--- src/rtl/gshare_pht.sv ---
// Gshare pattern history table: PC^GHR-indexed saturating counters with an
// init sweep after reset, registered predictions, update bypass and GHR recovery.
module gshare_pht #(
  parameter int unsigned IDX_W    = 8,
  parameter int unsigned CTR_W    = 2,
  parameter int unsigned HIST_W   = 8,
  parameter int unsigned INIT_CTR = 1
) (
  input  logic              clk,
  input  logic              rst,
  output logic              ready,
  input  logic              lookup_valid,
  input  logic [IDX_W-1:0]  lookup_pc,
  output logic              pred_valid,
  output logic              pred_taken,
  output logic [IDX_W-1:0]  pred_index,
  output logic [HIST_W-1:0] pred_ghr,
  input  logic              update_valid,
  input  logic [IDX_W-1:0]  update_index,
  input  logic              update_taken,
  input  logic              update_mispredict,
  input  logic [HIST_W-1:0] update_ghr,
  output logic [HIST_W-1:0] ghr
);

  localparam int unsigned DEPTH = 2 ** IDX_W;

  typedef enum logic {
    ST_INIT = 1'b0,
    ST_RUN  = 1'b1
  } state_e;

  state_e            state_q, state_d;
  logic [IDX_W-1:0]  ptr_q, ptr_d;
  logic [HIST_W-1:0] ghr_q, ghr_d;
  logic              ready_q, ready_d;
  logic              pred_valid_q, pred_valid_d;
  logic              pred_taken_q, pred_taken_d;
  logic [IDX_W-1:0]  pred_index_q, pred_index_d;
  logic [HIST_W-1:0] pred_ghr_q, pred_ghr_d;

  logic [CTR_W-1:0]  table_q [DEPTH];
  logic              tbl_we;
  logic [IDX_W-1:0]  tbl_waddr;
  logic [CTR_W-1:0]  tbl_wdata;

  logic [IDX_W-1:0]  lk_idx;
  logic [CTR_W-1:0]  upd_cur;
  logic [CTR_W-1:0]  upd_new;
  logic              lk_taken;
  logic [HIST_W-1:0] ghr_spec;
  logic [HIST_W-1:0] ghr_recover;

  // Hashing, saturating counter update and same-index bypass
  always_comb begin
    lk_idx  = lookup_pc ^ IDX_W'(ghr_q);
    upd_cur = table_q[update_index];
    upd_new = upd_cur;
    if (update_taken) begin
      if (upd_cur != {CTR_W{1'b1}}) upd_new = upd_cur + CTR_W'(1);
    end else begin
      if (upd_cur != '0) upd_new = upd_cur - CTR_W'(1);
    end
    if (update_valid && (update_index == lk_idx)) begin
      lk_taken = upd_new[CTR_W-1];
    end else begin
      lk_taken = table_q[lk_idx][CTR_W-1];
    end
    // Truncating cast drops the oldest bit, which also covers HIST_W == 1
    ghr_spec    = HIST_W'({ghr_q, lk_taken});
    ghr_recover = HIST_W'({update_ghr, update_taken});
  end

  // Next-state and output logic
  always_comb begin
    state_d      = state_q;
    ptr_d        = ptr_q;
    ghr_d        = ghr_q;
    ready_d      = ready_q;
    pred_valid_d = 1'b0;
    pred_taken_d = pred_taken_q;
    pred_index_d = pred_index_q;
    pred_ghr_d   = pred_ghr_q;
    tbl_we       = 1'b0;
    tbl_waddr    = ptr_q;
    tbl_wdata    = CTR_W'(INIT_CTR);

    case (state_q)
      ST_INIT: begin
        tbl_we    = 1'b1;
        tbl_waddr = ptr_q;
        tbl_wdata = CTR_W'(INIT_CTR);
        ptr_d     = ptr_q + IDX_W'(1);
        if (ptr_q == IDX_W'(DEPTH - 1)) begin
          state_d = ST_RUN;
          ready_d = 1'b1;
        end
      end
      ST_RUN: begin
        if (update_valid) begin
          tbl_we    = 1'b1;
          tbl_waddr = update_index;
          tbl_wdata = upd_new;
        end
        if (lookup_valid) begin
          pred_valid_d = 1'b1;
          pred_taken_d = lk_taken;
          pred_index_d = lk_idx;
          pred_ghr_d   = ghr_q;
          ghr_d        = ghr_spec;
        end
        // Recovery wins over a same-cycle speculative shift
        if (update_valid && update_mispredict) begin
          ghr_d = ghr_recover;
        end
      end
      default: begin
        state_d = ST_INIT;
      end
    endcase
  end

  always_ff @(posedge clk or posedge rst) begin
    if (rst) begin
      state_q      <= ST_INIT;
      ptr_q        <= '0;
      ghr_q        <= '0;
      ready_q      <= 1'b0;
      pred_valid_q <= 1'b0;
      pred_taken_q <= 1'b0;
      pred_index_q <= '0;
      pred_ghr_q   <= '0;
    end else begin
      state_q      <= state_d;
      ptr_q        <= ptr_d;
      ghr_q        <= ghr_d;
      ready_q      <= ready_d;
      pred_valid_q <= pred_valid_d;
      pred_taken_q <= pred_taken_d;
      pred_index_q <= pred_index_d;
      pred_ghr_q   <= pred_ghr_d;
    end
  end

  // Counter array has no reset; the sweep defines its contents
  always_ff @(posedge clk) begin
    if (tbl_we) table_q[tbl_waddr] <= tbl_wdata;
  end

  assign ready      = ready_q;
  assign pred_valid = pred_valid_q;
  assign pred_taken = pred_taken_q;
  assign pred_index = pred_index_q;
  assign pred_ghr   = pred_ghr_q;
  assign ghr        = ghr_q;

endmodule

--- config.mk ---
export PLATFORM = sky130hd
export DESIGN_NAME = gshare_pht
export DESIGN_NICKNAME = d
export VERILOG_FILES = /design/src/rtl/gshare_pht.sv
export SDC_FILE = /design/constraint.sdc
export NUM_CORES = 1
export LEC_CHECK = 0
export CELL_PAD_IN_SITES_DETAIL_PLACEMENT = 0
export CELL_PAD_IN_SITES_GLOBAL_PLACEMENT = 1
export CORE_ASPECT_RATIO = 1.5
export CORE_MARGIN = 5
export CORE_UTILIZATION = 50
export CTS_BUF_LIST = sky130_fd_sc_hd__clkbuf_16
export CTS_CLUSTER_DIAMETER = 200
export DETAILED_ROUTE_END_ITERATION = 16
export HOLD_SLACK_MARGIN = 0.02
export PLACE_DENSITY_LB_ADDON = 0.1
export SYNTH_ARGS = -nofsm -noshare
export SYNTH_HDL_FRONTEND = slang
export SYNTH_SLANG_ARGS = --single-unit
--- constraint.sdc ---
create_clock -name clk -period 41.3 [get_ports clk]
set_input_delay 12.39 -clock clk [delete_from_list [all_inputs] [get_ports clk]]
set_output_delay 12.39 -clock clk [all_outputs]
set_load 0.02 [all_outputs]
## Word level (Yosys, flattened, before mapping)

Memories as Yosys holds them, arrays and structs flattened.
Cells that the tools add are included.

| cells by class | value |
|---|---|
| $add $sub $neg | 3 |
| equality and inequality tests | 3 |
| reduce and logical (&&, ||, !) cells | 7 |
| bitwise logic cells | 2 |
| mux-type cells | 18 |

Operators with widths:

| kind | count |
|---|---|
| $mux 8 | 3 |
| $pmux 8 s2 | 1 |
| $add 8x1->8 const B | 1 |
| $eq 8x8->1 | 1 |
| $eq 8x8->1 const B | 1 |
| $mux 1 | 8 |
| $mux 2 | 4 |
| $xor 8x8->8 | 1 |
| $reduce_and 2->1 | 3 |
| $pmux 2 s2 | 1 |
| $reduce_bool 2->1 | 2 |
| $add 2x1->2 const B | 1 |
| $logic_and 1x1->1 | 2 |
| $ne 2x2->1 const B | 1 |
| $pmux 1 s2 | 1 |
| $sub 2x1->2 const B | 1 |
| $not 1->1 | 1 |

| word-level totals | value |
|---|---|
| register bits after elaboration | 36 |
| output and inout port bits | 27 |
| input bits | 30 |
| memories kept | 1 |
| RAM bits | 512 |

Memories:

| memory | words | width | read ports | clocked after memory_dff | write ports | RTL line | RTL |
|---|---|---|---|---|---|---|---|
| table_q | 256 | 2 | 2 | 0 | 1 | 42 | `logic [CTR_W-1:0] table_q [DEPTH];` |

## Logic depth before layout (Yosys ltp)

Gate-level depths: netlist (run 1).
An unclocked memory read counts as a cell.

| logic depth | value |
|---|---|
| depth in word-level cells | 7 |
| mapped depth | 14 |
| gate-level depth less buffers | 9 |

## Least setup slack after synthesis (run 1)

No wires, ideal clock.

| path | value |
|---|---|
| kind | input to register |
| start | in update_index[3] |
| end | mem table_q[0][0] (data pin) |
| path buffers | 2 |
| data arrival time | 24,096 ps |
| required time | 39,113 ps |
| path slack | 15,016 ps |
| stages on the path | 10 |
| cells stage by stage | clkbuf_1 -> or3b_2 -> clkbuf_1 -> o221ai_1 -> a211oi_1 -> a211o_1 -> a32oi_1 -> o311a_1 -> a21oi_1 -> o21ai_0 |

| between the ends | value |
|---|---|
| longest elaborated chain between the ends | 6 |
| elaborated cells on any way between the ends | 10 |

RTL lines:

| item | RTL line | RTL |
|---|---|---|
| start, declared | 19 | `input logic [IDX_W-1:0] update_index,` |
| $mem_v2 256x2 (*) | -- |  |
| $sub 2x1->2 (tied with other cells) | 62 | `if (upd_cur != '0) upd_new = upd_cur - CTR_W'(1);` |
| $mux 2 (on tied branches) | 62, 60 |  |
| $mux 2 (*) | 59 | `if (update_taken) begin` |
| $mux 2 (*) | 100 | `if (update_valid) begin` |
| $pmux 2 s2 (*) | 88 | `case (state_q)` |
| via tbl_wdata[0] | 45 | `logic [CTR_W-1:0] tbl_wdata;` |
| end, declared | 42 |  |

The timed path passes the listed nets; every way through them passes the cells marked *.

## Worst setup path in the final report (run 1)

| path | value |
|---|---|
| start | in update_index[0] |
| end | mem table_q[189][1] (data pin) |

Same word-level chain as after synthesis.

==> flow_summary.json, run 1 <==
{
  "outcome": "complete, no violations",
  "antenna_found_initial": 0,
  "nets": 1718,
  "postCtsHoldBufs": 0,
  "yosysSeqAreaShare_pct": 64.7,
  "die_y_microns": 285,
  "cp_max_fo": 111,
  "fmax_mhz": 53.6,
  "drv_slew": 0,
  "fin_crit_sh_pct": 45.2,
  "synth_warnings": 0,
  "grt_overflow": 0,
  "worst-setup-path-type": "in -> reg",
  "multi_input_area_sq_um": 8300,
  "path_clk_slew_ns": 0.06,
  "worstPathArrival_ns": 18.91,
  "synth.cell_area_sq_um": 25100,
  "syn_inst": 1641,
  "clockRootBuffer": "clkbuf_16",
  "synthTopCellsByCount": "512 x edfxtp_1, 274 x nor2_1, 146 x mux4_2, 109 x nand2_1, 75 x mux2i_1",
  "area_growth_pct": 11.3,
  "coreArea_sq_um": 49700,
  "fin_skew_ns": 0.0213,
  "cts_resized": 0,
  "post-synth-top-area-cell": "edfxtp_1",
  "seq_area_sq_um": 16300,
  "first_pass_iters": 5,
  "clk_latency_ns": 0.59,
  "ys_ff_latch": 548,
  "tightestPinTransition_ns": 1.20,
  "pin_count": 57,
  "avgSynthCellArea_sq_um": 15.3,
  "crit_chain": "buf_8 > buf_4 > buf_4 > mux4_2 > a22o_1 > a211oi_1 > a211o_1 > a32oi_1 > and3_1 > maj3_2 > and2_4 > buf_4 > buf_4",
  "synth_cell_type_count": 69,
  "clock-sinks": 548,
  "final-hold-violation-count": 0,
  "num_rows": 100,
  "max_cap_violations": 0,
  "setup_violations": 0,
  "vdd_drop_max_uv": 30.8,
  "synth.net_count": 1672,
  "grt_start_max_net_pins": 112,
  "cts_setup_buffers": 0,
  "cts_tree": "yes",
  "worst_slack_ns": 22.64,
  "crit_slowest_cell": "buf_4",
  "rsz0062_at_grt": "no",
  "fillCellCount": 4052,
  "wl_per_cell_microns": 31.3,
  "die_area_sq_um": 55000,
  "async_flop_share_pct": 6.57,
  "worstHoldPathCells": 2,
  "numCtsBuffers": 52,
  "whs_ns": 0.488,
  "power.density_nw_per_um2": 39.9,
  "numPortBuffers": 55,
  "synthFlopType": "edfxtp_1",
  "setup_tns_ns": 0,
  "rr_worst_depth": 10,
  "h-tree-depth": 2,
  "cts.path.max_buffers": 3,
  "diodes": 0,
  "vias_per_cell": 6.47,
  "preCtsSetupSlack_ns": 21.98,
  "drc": 0,
  "initial_core_util_pct": 50.6,
  "cp.required_ns": 41.55,
  "routed_wl_microns": 74900,
  "layout-drive-gt1-share_pct": 18.0,
  "synth.area.top_cells": "edfxtp_1 61%, mux4_2 13%, nor2_1 4.1%, dfrtp_1 3.6%, mux2i_1 3.0%",
  "drt_iter0_markers": 1433,
  "die_x_microns": 193,
  "grt_pass1_vias": 16000,
  "yosysTopAreaCellShare_pct": 61.1,
  "synth-edff-count": 512,
  "vias": 15500,
  "ant_nets": 0,
  "startpoint_type": "primary input",
  "finalPower_mw": 1.12,
  "yosysMostFrequentCell": "edfxtp_1",
  "reg2reg_slack_ns": 36.13,
  "maxSlewHeadroom_pct": 19.7,
  "min_period_ns": 18.66,
  "holdCritPathClass": "reg -> reg",
  "grt_pass1_wl_microns": 109000,
  "dp_hpwl_microns": 48900,
  "grt_usage_pct": 27.4,
  "worst_path_most_repeated_cell": "buf_4",
  "max_stage_delay_ns": 0.90,
  "crit_path_end_kind": "flop",
  "leakagePower_nw": 8.65,
  "place.gp.congestion": 0.909
}
per-stage QoR:
stage / cells / cell area, sq um / util (%)
floorplan: 1641 / 25100 / -
global route: 2393 / 28000 / 56.3
global placement: 2296 / 26300 / 53.0
CTS: 2393 / 28000 / 56.3
finish: 2393 / 28000 / 56.3
detailed placement: 2296 / 26300 / 53.0
state kept, by name, indices dropped and copies added (netlist names):
signal and flops:
ghr 8, pred_ghr 8, pred_index 8, pred_taken 1, pred_valid 1, ptr_q 8
ready 1, state_q 1, table_q 512
final cells by class:
| class | instances | share of cell area (%) |
|---|---|---|
| inverters | 5 | 0.0671 |
| well taps | 663 | 2.97 |
| repair buffers | 102 | 3.23 |
| clock buffers | 52 | 4.65 |
| flip-flops and latches | 548 | 58.2 |
| clock inverters | 45 | 1.22 |
| multi-input cells | 978 | 29.7 |
per-layer routing:
metal  global-route usage, %  share of wire (%)  vias to the layer above
li1                        -                  -                     6544
met3                    3.40                6.3                      187
met1                    34.3                 36                     8099
met2                    46.8                 52                      659
met5                       0                  0                        -
met4                    13.8                6.1                        0
worst max-delay path: cells and delay by family:
kind,cells,cell delay [ns]
muxes,1,0.40
and+or+nand+nor,2,0.76
buffers and inverters,5,3.88
AOI/OAI and AO/OA,4,0.94
adders and majority gates,1,0.26
logic make-up after synthesis:
logic type / Yosys count / synth area share (%)
DFF: 548 / 64.7
and+or+nand+nor: 502 / 8.50
muxes: 248 / 17.6
AOI/OAI and AO/OA: 197 / 5.31
buffers and inverters: 115 / 2.75
xor gates and xnor gates: 29 / 1.04
adders and majority gates: 2 / 0.0945
cells in the final DEF, fill, tap and decap left out, types with 4 or more instances in the layout:
master           netlist  layout
nand2b_1              11      11
nand3_1               45      45
xor2_4                 0       5
edfxtp_1             512     512
nand4_1                8       8
nand3b_1              10      10
a22o_1                 6       6
clkinv_2               0      11
nor2b_1               11      10
mux2i_1               75      75
a211o_1                4       4
nor4_1                10      10
inv_1                  3      16
a211oi_1              15      15
a22oi_1               21      21
nand2_1              109     109
xor2_1                 8       4
buf_4                 10      47
nor3_1                 9       9
clkinv_1               1      13
a2111oi_0              8       8
o21ai_1                5       5
dfrtp_1               36      36
o211ai_1               6       6
clkdlybuf4s50_1        0      52
o31ai_1                6       6
o21ai_0               36      35
clkbuf_16              0      52
nor2_1               274     273
xnor2_1               20      17
mux4_1                 5       5
mux4_2               146     146
o221ai_1               5       5
mux2_2                22      22
bufinv_16              0       5
a21oi_1               33      33
o22ai_1               29      29
final timing paths:
kind | to | startpoint
worst max-delay path | table_q[189][1]$_DFFE_PP_ | update_index[0]
worst min-delay path | pred_index[0]$_DFFE_PP0P_ | pred_index[0]$_DFFE_PP0P_
max in group asynchronous | ptr_q[4]$_DFFE_PP0N_ | rst
worst min register to register | pred_index[0]$_DFFE_PP0P_ | pred_index[0]$_DFFE_PP0P_
min in group asynchronous | pred_ghr[7]$_DFFE_PP0P_ | rst
worst max register to register | table_q[189][1]$_DFFE_PP_ | table_q[180][0]$_DFFE_PP_
where the power goes:
| group | internal [mW] | switching [mW] | leakage, nW |
|---|---|---|---|
| Combinational | 0.0189 | 0.0346 | 2.86 |
| Sequential | 0.598 | 0 | 4.93 |
| Clock | 0.260 | 0.205 | 0.859 |
| Total | 0.877 | 0.239 | 8.65 |
Note: power is estimated with default switching activity, not from simulation.
==> inputs of run 2 (changes only) <==
==> constraint.sdc (replaced) <==
create_clock -name clk -period 19.1 [get_ports clk]
set_input_delay 5.73 -clock clk [delete_from_list [all_inputs] [get_ports clk]]
set_output_delay 5.73 -clock clk [all_outputs]
set_load 0.02 [all_outputs]
==> flow_summary.json, run 2 (same netlist as run 1, synthesis figures left out) <==
{
  "outcome": "complete, no violations",
  "dp_hpwl_microns": 49100,
  "cp.required_ns": 19.35,
  "rsz0062_at_grt": "no",
  "initial_core_util_pct": 50.6,
  "holdCritPathClass": "reg -> reg",
  "hp-start": "pred_index[5]$_DFFE_PP0P_",
  "path_clk_slew_ns": 0.06,
  "tightestPinTransition_ns": 1.32,
  "min_period_ns": 10.95,
  "layout-drive-gt1-share_pct": 18.5,
  "regMostFlops": "table_q",
  "antenna_found_initial": 0,
  "wl_per_cell_microns": 31.6,
  "fin_skew_ns": 0.0308,
  "vias": 15500,
  "swShare_pct": 21.3,
  "worst-setup-path-type": "in -> reg",
  "setup_tns_ns": 0,
  "worstPathArrival_ns": 11.20,
  "drt_iter0_markers": 1610,
  "num_rows": 100,
  "cts_setup_buffers": 0,
  "clk_latency_ns": 0.60,
  "grt_overflow": 0,
  "grt_start_max_net_pins": 118,
  "clockRootBuffer": "clkbuf_16",
  "die_area_sq_um": 55000,
  "first_pass_iters": 6,
  "place.gp.congestion": 0.938,
  "postCtsHoldBufs": 0,
  "final-hold-violation-count": 0,
  "rr_startpoint": "ghr[1]$_DFFE_PP0P_",
  "grt_pass1_vias": 16000,
  "grt_pass1_wl_microns": 109000,
  "drc": 0,
  "cts_tree": "yes",
  "vdd_drop_max_uv": 73.4,
  "cp_max_fo": 117,
  "seq_power_share_pct": 52.0,
  "worstHoldPathCells": 2,
  "numCtsBuffers": 53,
  "coreArea_sq_um": 49700,
  "reg2reg_slack_ns": 14.34,
  "preCtsSetupSlack_ns": 7.64,
  "fmax_mhz": 91.3,
  "rr_worst_depth": 11,
  "drv_slew": 0,
  "power.density_nw_per_um2": 88.3,
  "fin_crit_sh_pct": 57.3,
  "crit_path_end_kind": "flop",
  "cts.path.max_buffers": 3,
  "grt_usage_pct": 27.6,
  "finalPower_mw": 2.48,
  "diodes": 0,
  "die_x_microns": 193,
  "vias_per_cell": 6.47,
  "die_y_microns": 285,
  "h-tree-depth": 2,
  "nets": 1723,
  "maxSlewHeadroom_pct": 11.8,
  "leakagePower_nw": 8.72,
  "cts_resized": 0,
  "final_common_cell": "edfxtp_1",
  "largest_reg_flops": 512,
  "combPwrFrac_pct": 4.7,
  "numPortBuffers": 55,
  "ant_nets": 0,
  "pin_count": 57,
  "area_growth_pct": 11.9,
  "p_switching_mw": 0.529,
  "intPower_mw": 1.96,
  "clock-sinks": 548,
  "placed_area_sq_um": 26400,
  "routed_wl_microns": 75700,
  "worstReg2RegEnd": "ghr[0]$_DFFE_PP0P_",
  "postLayoutCellArea_sq_um": 28100,
  "setup_violations": 0,
  "utilization_pct": 56.6,
  "worst_slack_ns": 8.15,
  "max_cap_violations": 0,
  "min_to": "pred_index[5]$_DFFE_PP0P_",
  "final_cell_mix": "512 x edfxtp_1, 273 x nor2_1, 146 x mux4_2",
  "startpoint_type": "primary input",
  "clkPwrFrac_pct": 43.3
}
run 2: changes by cell type in the layout (fill, tap and decap cells not counted), sizes merged:
cell	previous run	this run
buf	50	54
clkinv	25	21
bufinv	5	8
clkbuf	52	54
clkinvlp	1	2
inv	19	18
run 2: final cells by class:
cell class                 count  area [sq um]
clock buffer                  54          1350
clock inverter                44           430
fill                        4028         21500
inverter                       5          18.8
multi-input combinational    978          8300
sequential                   548         16300
tap                          663           830
timing repair buffer         106           931
run 2: stage by stage:
step | std cells | hold slack (ns)
finish | 2398 | 0.491
global route | 2398 | 0.516
CTS | 2398 | 0.495
detailed placement | 2300 | 0.480
global placement | 2300 | 0.467
floorplan | 1641 | 0.493
run 2: how the worst max path moves through the flow:
| stage | startpoint | to | slack (ns) | depth (start not counted) |
|---|---|---|---|---|
| after floorplan | update_index[3] | table_q[0][0]$_DFFE_PP_ | 3.86 | 10 |
| after global placement | update_index[0] | table_q[189][0]$_DFFE_PP_ | 7.74 | 12 |
| after detailed placement | update_index[0] | table_q[167][0]$_DFFE_PP_ | 7.64 | 12 |
| after CTS | update_index[0] | table_q[188][0]$_DFFE_PP_ | 8.24 | 12 |
| after global routing | update_index[0] | table_q[189][0]$_DFFE_PP_ | 7.81 | 12 |
| final | update_index[0] | table_q[189][0]$_DFFE_PP_ | 8.15 | 11 |
run 2: critical path: stages:
cell,delay [ns]
buf_8,0.50
buf_4,0.81
mux4_2,0.40
o22ai_1,0.09
o41a_1,0.49
a32oi_1,0.54
o311a_1,0.33
a21oi_1,0.12
o21ai_4,0.16
buf_4,0.84
buf_4,0.86
run 2: metal layers:
metal	global-route usage, %	share of wire, %	vias to the layer above	wire length (microns)
met4	13.8	5.9	0	4440
met3	4.21	6.6	195	5040
met2	47.4	52	690	39200
li1	-	-	6557	-
met1	33.9	36	8079	27100
met5	0	0	-	0
run 2: power groups by stage:
stage | Clock (mW) | Combinational [mW] | Sequential, mW
floorplan | 0 | 0.0733 | 1.32
global placement | 0 | 0.116 | 1.32
detailed placement | 0 | 0.116 | 1.32
CTS | 1.09 | 0.116 | 1.29
global route | 1.14 | 0.122 | 1.29
finish | 1.08 | 0.117 | 1.29
